## src/rtl/cache_mem_scheduler_pkg.sv

```systemverilog
// Shared definitions for the cache/memory scheduler: FSM state encoding,
// transfer-direction and boolean constants, and requester IDs used to index
// the two-bit request/grant vectors.
package cache_mem_scheduler_pkg;

  typedef enum logic [1:0] {
    IDLE    = 2'd0,
    SERV_IC = 2'd1,
    SERV_DC = 2'd2,
    DRAIN   = 2'd3
  } state_t;

  localparam logic READ  = 1'b1;
  localparam logic WRITE = 1'b0;
  localparam logic TRUE  = 1'b1;
  localparam logic FALSE = 1'b0;

  localparam int unsigned REQ_IC = 0;
  localparam int unsigned REQ_DC = 1;

endpackage

```

## src/rtl/rr_grant2.sv

```systemverilog
// Two-input round-robin picker.
//   i_Req        : request vector, bit REQ_IC / bit REQ_DC
//   i_Last_Grant : requester ID that owned the previous burst
//   o_Grant      : one-hot grant (all zero when nobody requests)
module rr_grant2
  import cache_mem_scheduler_pkg::*;
(
  input  logic [1:0] i_Req,
  input  logic       i_Last_Grant,
  output logic [1:0] o_Grant
);

  // On contention the requester that did not own the last burst wins.
  always_comb begin
    o_Grant = 2'b00;
    case (i_Req)
      2'b01:   o_Grant = 2'b01;
      2'b10:   o_Grant = 2'b10;
      2'b11:   o_Grant = (i_Last_Grant == 1'(REQ_DC)) ? 2'b01 : 2'b10;
      default: o_Grant = 2'b00;
    endcase
  end

endmodule

```

## src/rtl/cache_mem_scheduler.sv

```systemverilog
// Shares the arbiter's single CORE port between the I-cache refill engine
// (read only) and the D-cache refill/writeback engine. One burst is owned
// end to end; beats are counted and a length mismatch raises a sticky error.
// Ports:
//   i_Clk, i_Reset_n                         clock, async active-low reset
//   i_IC_* / o_IC_*                          I-cache line-read request/beats
//   i_DC_* / o_DC_*                          D-cache read/writeback request/beats
//   o_MEM_* / i_MEM_*                        arbiter CORE port
//   o_Burst_Error                            sticky beat-count mismatch flag
module cache_mem_scheduler
  import cache_mem_scheduler_pkg::*;
#(
  parameter int unsigned DATA_WIDTH    = 32,
  parameter int unsigned ADDRESS_WIDTH = 21,
  parameter int unsigned BURST_LEN     = 8,
  parameter int unsigned CNT_WIDTH     = 3
) (
  input  logic                     i_Clk,
  input  logic                     i_Reset_n,
  input  logic                     i_IC_Valid,
  input  logic [ADDRESS_WIDTH-1:0] i_IC_Address,
  output logic                     o_IC_Valid,
  output logic [DATA_WIDTH-1:0]    o_IC_Data,
  output logic                     o_IC_Last,
  input  logic                     i_DC_Valid,
  input  logic                     i_DC_Read_Write_n,
  input  logic [ADDRESS_WIDTH-1:0] i_DC_Address,
  input  logic [DATA_WIDTH-1:0]    i_DC_Data,
  output logic                     o_DC_Valid,
  output logic                     o_DC_Data_Read,
  output logic [DATA_WIDTH-1:0]    o_DC_Data,
  output logic                     o_DC_Last,
  output logic                     o_MEM_Valid,
  output logic                     o_MEM_Read_Write_n,
  output logic [ADDRESS_WIDTH-1:0] o_MEM_Address,
  output logic [DATA_WIDTH-1:0]    o_MEM_Data,
  input  logic                     i_MEM_Valid,
  input  logic                     i_MEM_Data_Read,
  input  logic                     i_MEM_Last,
  input  logic [DATA_WIDTH-1:0]    i_MEM_Data,
  output logic                     o_Burst_Error
);

  localparam logic [CNT_WIDTH-1:0] C_LAST_BEAT = CNT_WIDTH'(BURST_LEN - 1);

  state_t               r_State, w_State_Next;
  logic                 r_Last_Grant, w_Last_Grant_Next;
  logic [CNT_WIDTH-1:0] r_Beat_Cnt, w_Beat_Cnt_Next;
  logic                 r_Burst_Error, w_Burst_Error_Next;
  logic [1:0]           w_Req;
  logic [1:0]           w_Grant;
  logic                 w_Beat;

  assign w_Req         = {i_DC_Valid, i_IC_Valid};
  assign o_Burst_Error = r_Burst_Error;

  rr_grant2 u_rr_grant2 (
    .i_Req        (w_Req),
    .i_Last_Grant (r_Last_Grant),
    .o_Grant      (w_Grant)
  );

  // State, round-robin pointer, beat counter and sticky error.
  always_ff @(posedge i_Clk or negedge i_Reset_n) begin
    if (!i_Reset_n) begin
      r_State       <= IDLE;
      r_Last_Grant  <= 1'(REQ_DC);
      r_Beat_Cnt    <= '0;
      r_Burst_Error <= FALSE;
    end else begin
      r_State       <= w_State_Next;
      r_Last_Grant  <= w_Last_Grant_Next;
      r_Beat_Cnt    <= w_Beat_Cnt_Next;
      r_Burst_Error <= w_Burst_Error_Next;
    end
  end

  // Next-state and pass-through decode from the registered owner.
  always_comb begin
    w_State_Next       = r_State;
    w_Last_Grant_Next  = r_Last_Grant;
    w_Beat_Cnt_Next    = r_Beat_Cnt;
    w_Burst_Error_Next = r_Burst_Error;
    w_Beat             = FALSE;
    o_IC_Valid         = FALSE;
    o_IC_Data          = '0;
    o_IC_Last          = FALSE;
    o_DC_Valid         = FALSE;
    o_DC_Data_Read     = FALSE;
    o_DC_Data          = '0;
    o_DC_Last          = FALSE;
    o_MEM_Valid        = FALSE;
    o_MEM_Read_Write_n = READ;
    o_MEM_Address      = '0;
    o_MEM_Data         = '0;

    case (r_State)
      IDLE: begin
        if (w_Grant[REQ_IC]) begin
          w_State_Next    = SERV_IC;
          w_Beat_Cnt_Next = '0;
        end else if (w_Grant[REQ_DC]) begin
          w_State_Next    = SERV_DC;
          w_Beat_Cnt_Next = '0;
        end
      end
      SERV_IC: begin
        o_MEM_Valid   = TRUE;
        o_MEM_Address = i_IC_Address;
        o_IC_Valid    = i_MEM_Valid;
        o_IC_Data     = i_MEM_Data;
        o_IC_Last     = i_MEM_Last;
        w_Beat        = i_MEM_Valid;
      end
      SERV_DC: begin
        o_MEM_Valid        = TRUE;
        o_MEM_Read_Write_n = i_DC_Read_Write_n;
        o_MEM_Address      = i_DC_Address;
        o_MEM_Data         = i_DC_Data;
        o_DC_Valid         = i_MEM_Valid;
        o_DC_Data_Read     = i_MEM_Data_Read;
        o_DC_Data          = i_MEM_Data;
        o_DC_Last          = i_MEM_Last;
        w_Beat             = (i_DC_Read_Write_n == READ) ? i_MEM_Valid : i_MEM_Data_Read;
      end
      DRAIN:   w_State_Next = IDLE;
      default: w_State_Next = IDLE;
    endcase

    // Burst accounting; Last ends the burst even without a beat strobe.
    if ((r_State == SERV_IC) || (r_State == SERV_DC)) begin
      if (i_MEM_Last) begin
        w_State_Next      = DRAIN;
        w_Last_Grant_Next = (r_State == SERV_DC);
        w_Beat_Cnt_Next   = '0;
        if (!w_Beat || (r_Beat_Cnt != C_LAST_BEAT)) begin
          w_Burst_Error_Next = TRUE;
        end
      end else if (w_Beat) begin
        w_Beat_Cnt_Next = (r_Beat_Cnt == C_LAST_BEAT) ? '0 : r_Beat_Cnt + CNT_WIDTH'(1);
      end
    end
  end

endmodule

```

## config.mk

```make
export PLATFORM = sky130hd
export DESIGN_NAME = cache_mem_scheduler
export DESIGN_NICKNAME = d
export VERILOG_FILES = /design/src/rtl/cache_mem_scheduler_pkg.sv /design/src/rtl/rr_grant2.sv /design/src/rtl/cache_mem_scheduler.sv
export SDC_FILE = /design/constraint.sdc
export NUM_CORES = 1
export LEC_CHECK = 0
export BUFFER_PORTS_ARGS = -buffer_cell sky130_fd_sc_hd__buf_2
export CORE_AREA = 2 2 92 94
export CTS_BUF_LIST = sky130_fd_sc_hd__clkbuf_8
export CTS_CLUSTER_DIAMETER = 80
export DETAILED_ROUTE_END_ITERATION = 10
export DIE_AREA = 0 0 94 96
export SLEW_MARGIN = 15
export SYNTH_ARGS = -nofsm -noshare
export SYNTH_HDL_FRONTEND = slang
export SYNTH_SLANG_ARGS = --single-unit
```

## constraint.sdc

```tcl
create_clock -name i_Clk -period 2.8 [get_ports i_Clk]
set_input_delay 0.28 -clock i_Clk [delete_from_list [all_inputs] [get_ports i_Clk]]
set_output_delay 0.28 -clock i_Clk [all_outputs]
set_load 0.05 [all_outputs]
```

==> metrics, run 1 <==
CP arrival just over 2 ns; Pleak between 1.5 and 2 nW; Starting Density a little under a fifth; Int Pwr roughly 0.0012 W; IO Pins 239; sw frac between 70% and 80%; Worst Max-Slew Pin Slew slightly above 0.5 ns; Root Buffer clkbuf_8; htree depth 1; most common cell after layout, fill and taps aside buf_2; fin nets 555; Worst-path clk slew 0.04 ns; Synth Area in Simple Gates 55.08%; row count 33; vias approximately 2200; syn nets between 300 and 400; first-pass GRT wire length between 10000 and 15000 um; Pre-Repair DR Iteration Count 4; RSZ-0062 raised after global routing no; Multi-input gate area 1187 um2; most frequent cells in the layout buf_2 (238), and2_1 (100), a22oi_1 (21), nor2b_1 (21); adder-cell share of the synthesized area ~4.2%; vias in the first global route roughly 1900; Hold-fix buffers, CTS 1; Synth Cell Area about 1500 um2; Die W between 90 and 100 um; Synth Area in Compound Gates approximately 18%; switching power 0.002941 W; fraction of layout cells with a size suffix above 1 58.39%; die area between 9000 and 10000 um2; TritonCTS clock tree built; Synth Instances 206; maximum vdd drop roughly 840 uV; worst min-delay path class primary input to flop; status finished, final reports clean; GPL Wtd Cong ~0.78; Die Y 96 um; CTS Buf Count 3; Port-buffer cells roughly 240; clock network power share 3.3%; Fillers approximately 890; HPWL after DPL ~6200 um; FF+latch area ~180 um2; worst relative slew slack 65.91%; max-cap violations 0; synth warn 0; Longest Clk Path Bufs 2; post-route setup TNS 0 ns; Synth Area in XOR/XNOR 0%; pin count of the biggest net entering global routing between 50 and 60; Placed Cells ~540; Tmin final ~2.3 ns; Startpoint Class flop; Worst-Skew Late Latency 0.23 ns; Core ar. between 8000 and 9000 um2; Worst Setup Path Type flop to output pin; Setup violations, final 0; Worst Slack Setup Final 0.4726 ns; Final Cycle Share 83.12%; total grt overflow 0; post-CTS setup repair buffer count 0; routed len/inst about 14 um; Total GRT Usage between 10% and 20%; Netlist cell types 27; post-CTS sizing 0; multiplexer share of the synthesized area a little under 3%; Worst Path Max Fanout 30; #FFs+latches synth 7; Required @ worst endpoint 2.52 ns; fmax 429.7 MHz; detailed router's first-iteration violation count between 60 and 70; area delta synth->final 90.25%; fin cells 541; DP Worst Slack 0.6879 ns; fin. max-slew vios 0; CTS Sinks 7; Pwr Total roughly 0.0041 W; crit end category output pin; DR DRC count 0; power per cell area between 1000 and 1500 nW/um2; final wirelength 7356 um; sequential fraction of the synthesis area a little under an eighth; largest family of logic cells by synthesized area simple AND/OR/NAND/NOR gates; via-per-instance ratio 4.115; Synth Area per Inst between 7 and 8 um2; sequential power share 3.8%; Logic pwr share just over 90%; post-route ant nets 0; clock skew between 0.002 and 0.0025 ns; initial antenna violation count 1; Final Hold Viols 0
-- metrics by stage --
step	instance area (um2)	util [%]	hold WS, ns
2_1_floorplan	1476	-	-0.01559
3_3_place_gp	2751	34.17	0.1257
3_5_place_dp	2751	34.17	0.1270
4_1_cts	2806	34.86	0.3736
5_1_grt	2806	34.86	0.3988
6_report	2809	34.89	0.3787
-- cell usage after synthesis --
cell / instances / area share [%]
a21bo_2: 2 / 1.4
a21oi_1: 1 / 0.34
a22oi_1: 21 / 11
a31oi_1: 1 / 0.42
and2_1: 100 / 42
and2_4: 1 / 0.59
buf_2: 4 / 1.4
buf_4: 3 / 1.5
buf_6: 1 / 0.76
clkbuf_1: 5 / 1.3
clkbuf_2: 6 / 2.0
dfrtp_1: 6 / 10
dfstp_2: 1 / 1.8
ha_1: 5 / 4.2
inv_1: 4 / 1.0
mux2i_1: 3 / 2.0
mux2i_2: 1 / 0.93
nand2_1: 6 / 1.5
nand2b_1: 1 / 0.42
nand3_1: 3 / 1.0
nor2_1: 1 / 0.25
nor2b_1: 21 / 8.9
o211ai_1: 1 / 0.51
o21ai_0: 5 / 1.7
o21bai_1: 1 / 0.51
o22ai_1: 1 / 0.42
o2bb2ai_4: 1 / 1.9
-- worst max-delay path, stage by stage (launching register included) --
cell and delay (ns):
dfrtp_1 0.39, inv_1 0.11, ha_2 0.51, buf_4 0.31, a22oi_1 0.09, nor2b_1 0.13
buf_2 0.27
-- layer usage --
metal  GRT usage, %  vias up  part of all wire, %
met5              0        -                    0
met1          17.44      996                   42
met2          25.36      100                   49
met4          2.415        0                 0.72
met3          3.524        6                  8.1
li1               -     1124                    -
-- registers in the layout, indices dropped and copies added, names as in the netlist --
| name | cells |
|---|---|
| r_Last_Grant | 1 |
| o_Burst_Error | 1 |
| r_State | 2 |
| r_Beat_Cnt | 3 |
-- kinds of logic after synthesis --
| group | count (synthesis) |
|---|---|
| buffers and inverters | 23 |
| adders and majority gates | 5 |
| AOI/OAI and AO/OA | 34 |
| and+or+nand+nor | 133 |
| muxes | 4 |
| DFF | 7 |
-- final timing paths --
check,startpoint,to,slack [ns],cells after the start
setup / recovery,r_State[1],o_MEM_Address[12],0.47,6
hold / removal,i_MEM_Last,r_State[0],0.38,3
setup reg to reg,r_State[0],r_Beat_Cnt[1],0.94,6
hold reg to reg,r_Last_Grant,r_Last_Grant,0.48,2
max in group asynchronous,i_Reset_n,r_Last_Grant,2.15,2
min in group asynchronous,i_Reset_n,o_Burst_Error,0.42,2
-- power by group through the flow --
| stage | Combinational (W) | Sequential (W) | Clock [W] |
|---|---|---|---|
| after floorplan | 0.00305 | 0.000152 | 0 |
| after global placement | 0.00384 | 0.000156 | 0 |
| after detailed placement | 0.00387 | 0.000159 | 0 |
| after CTS | 0.00388 | 0.000157 | 0.000143 |
| after global routing | 0.00405 | 0.000162 | 0.000151 |
| final | 0.00384 | 0.000157 | 0.000138 |
-- layout make-up --
class                           instances  share of cell area [%]
Timing Repair Buffer                  244                   44.54
Multi-Input combinational cell        176                   42.27
Sequential cell                         7                   6.281
Tap cell                              105                   4.677
Clock buffer                            3                   1.470
Inverter                                4                  0.5345
Clock inverter                          1                  0.1336
Antenna cell                            1                 0.08909
Note: power is estimated with default switching activity, not from simulation.
==> run 2, diff against run 1 <==
Settings changed: CORE_AREA 2 2 92 94 to 2 2 93 95, DIE_AREA 0 0 94 96 to 0 0 95 97.
Clock period 2.8 ns to 2 ns, I/O delays scaled along.
==> metrics, run 2 (synthesis gave the netlist of run 1 again) <==
DP Worst Slack approximately 0.18 ns; vias in the first global route approximately 2100; routed len/inst 12.13 um; Worst Slack Setup Final between 0.09 and 0.1 ns; n_diodes 0; Worst Path Max Fanout 37; Port-buffer cells approximately 240; fin nets 555; Final Hold Viols 0; CP cell instances inv_1, ha_2, buf_12, a22oi_1, nor2b_2, buf_2; Core ar. around 8100 um2; detailed router's first-iteration violation count 36; post-route setup TNS 0 ns; most common cell after layout, fill and taps aside buf_2; fin. max-slew vios 0; Tmin final between 1.5 and 2 ns; Worst Max-Slew Pin Slew approximately 0.34 ns; power per cell area between 2000 and 2500 nW/um2; Die Y between 90 and 100 um; post-CTS setup repair buffer count 0; Final Cycle Share ~95%; Required @ worst endpoint between 1.5 and 2 ns; Longest Clk Path Bufs 2; Worst path max stage delay roughly 0.41 ns; die area 9215 um2; TritonCTS clock tree built; via-per-instance ratio just over 4; CTS Buf Count 3; most frequent cells in the layout buf_2 (229), and2_1 (100), a22oi_1 (20); Die W ~95 um; crit path buf inv count 3; HPWL after DPL roughly 5400 um; wl on met1 2869 um; post-route ant nets 0; Worst Setup Path Type flop to output pin; Startpoint Class flop; row count 33; Worst-Skew Late Latency between 0.2 and 0.25 ns; CTS Sinks 7; IO Pins between 200 and 250; Largest Register r_Beat_Cnt; WL met2 approximately 3200 um; GPL Wtd Cong between 0.8 and 0.9; Pre-Repair DR Iteration Count 3; worst min-delay path class primary input to flop; CP max-delay cell dfrtp_1; initial antenna violation count 0; final wirelength ~6600 um; first-pass GRT wire length between 9000 and 10000 um; kind of cell adding the most delay to the critical path buffers and inverters; crit end category output pin; worst relative slew slack approximately 77%; final core utilization a little over a third; Worst-path clk slew ~0.04 ns; pin count of the biggest net entering global routing 54; Root Buffer clkbuf_8; maximum vdd drop 1301 uV; biggest regs r_Beat_Cnt x3, r_State x2; area delta synth->final 101.5%; vias between 2000 and 2500; DR DRC count 0; met3 wire len around 470 um; status finished, final reports clean; hold_ws 0.3083 ns; fraction of layout cells with a size suffix above 1 approximately 64%; htree depth 1; Setup violations, final 0; fmax roughly 530 MHz; total grt overflow 0; CP arrival approximately 1.7 ns; max-cap violations 0; Pwr Total 0.006155 W; clock skew slightly below 0.003 ns; number of flip-flops in the largest register 3; Starting Density 18.15%; Pleak roughly 1.8 nW; Top Layer Used met3; Total GRT Usage between 10% and 20%
[run 2: cell count changes in the layout (fill, tap and decap cells not counted), sizes merged]
cell,change
diode,-1
clkbuf,+10
buf,-10
[run 2: routing by layer]
| metal | global-route usage (%) | vias up |
|---|---|---|
| li1 | - | 1128 |
| met5 | 0 | - |
| met4 | 1.115 | 0 |
| met1 | 16.71 | 966 |
| met2 | 22.04 | 106 |
| met3 | 2.648 | 0 |
[run 2: tightest hold or removal path, stage by stage]
cell and delay (ns):
buf_2 0.13, o21ai_0 0.08, o21ai_0 0.07
[run 2: timing repair]
action	4_1_cts	5_1_grt
gates cloned	0	1
hold buffers	1	0
resized for setup	2	15
endpoints found under the setup margin	21	21
hold endpoints to repair	6	0
[run 2: path summary, 6_finish.rpt]
check	from	endpoint	slack (ns)	depth (start not counted)
min in group asynchronous	i_Reset_n	o_Burst_Error	0.34	2
max in group asynchronous	i_Reset_n	r_Last_Grant	1.42	2
max	r_State[1]	o_MEM_Address[7]	0.1	6
min	i_MEM_Last	r_State[0]	0.31	3
max reg2reg	r_State[1]	r_Beat_Cnt[2]	0.42	6
min reg2reg	r_Last_Grant	r_Last_Grant	0.49	2
[run 2: cell type report]
type | instances | area (um2)
clock buffers | 3 | 41.29
flip-flops and latches | 7 | 176.4
well taps | 105 | 131.4
repair buffers | 244 | 1320
inverters | 4 | 15.01
clock inverters | 1 | 3.754
fillers | 866 | 5159
multi-input cells | 176 | 1287
[run 2: where the power goes]
| group | switching, W | total, W | internal [W] |
|---|---|---|---|
| combinational | 0.00408 | 0.00574 | 0.00165 |
| clock | 0.0000598 | 0.000192 | 0.000133 |
| sequential | 0.0000357 | 0.000225 | 0.000190 |
| total | 0.00418 | 0.00616 | 0.00198 |
[run 2: stage by stage]
| step | instances | area, um2 |
|---|---|---|
| finish | 540 | 2975 |
| global route | 540 | 2975 |
| CTS | 539 | 2900 |
| detailed placement | 534 | 2831 |
| global placement | 534 | 2831 |
| floorplan | 206 | 1551 |
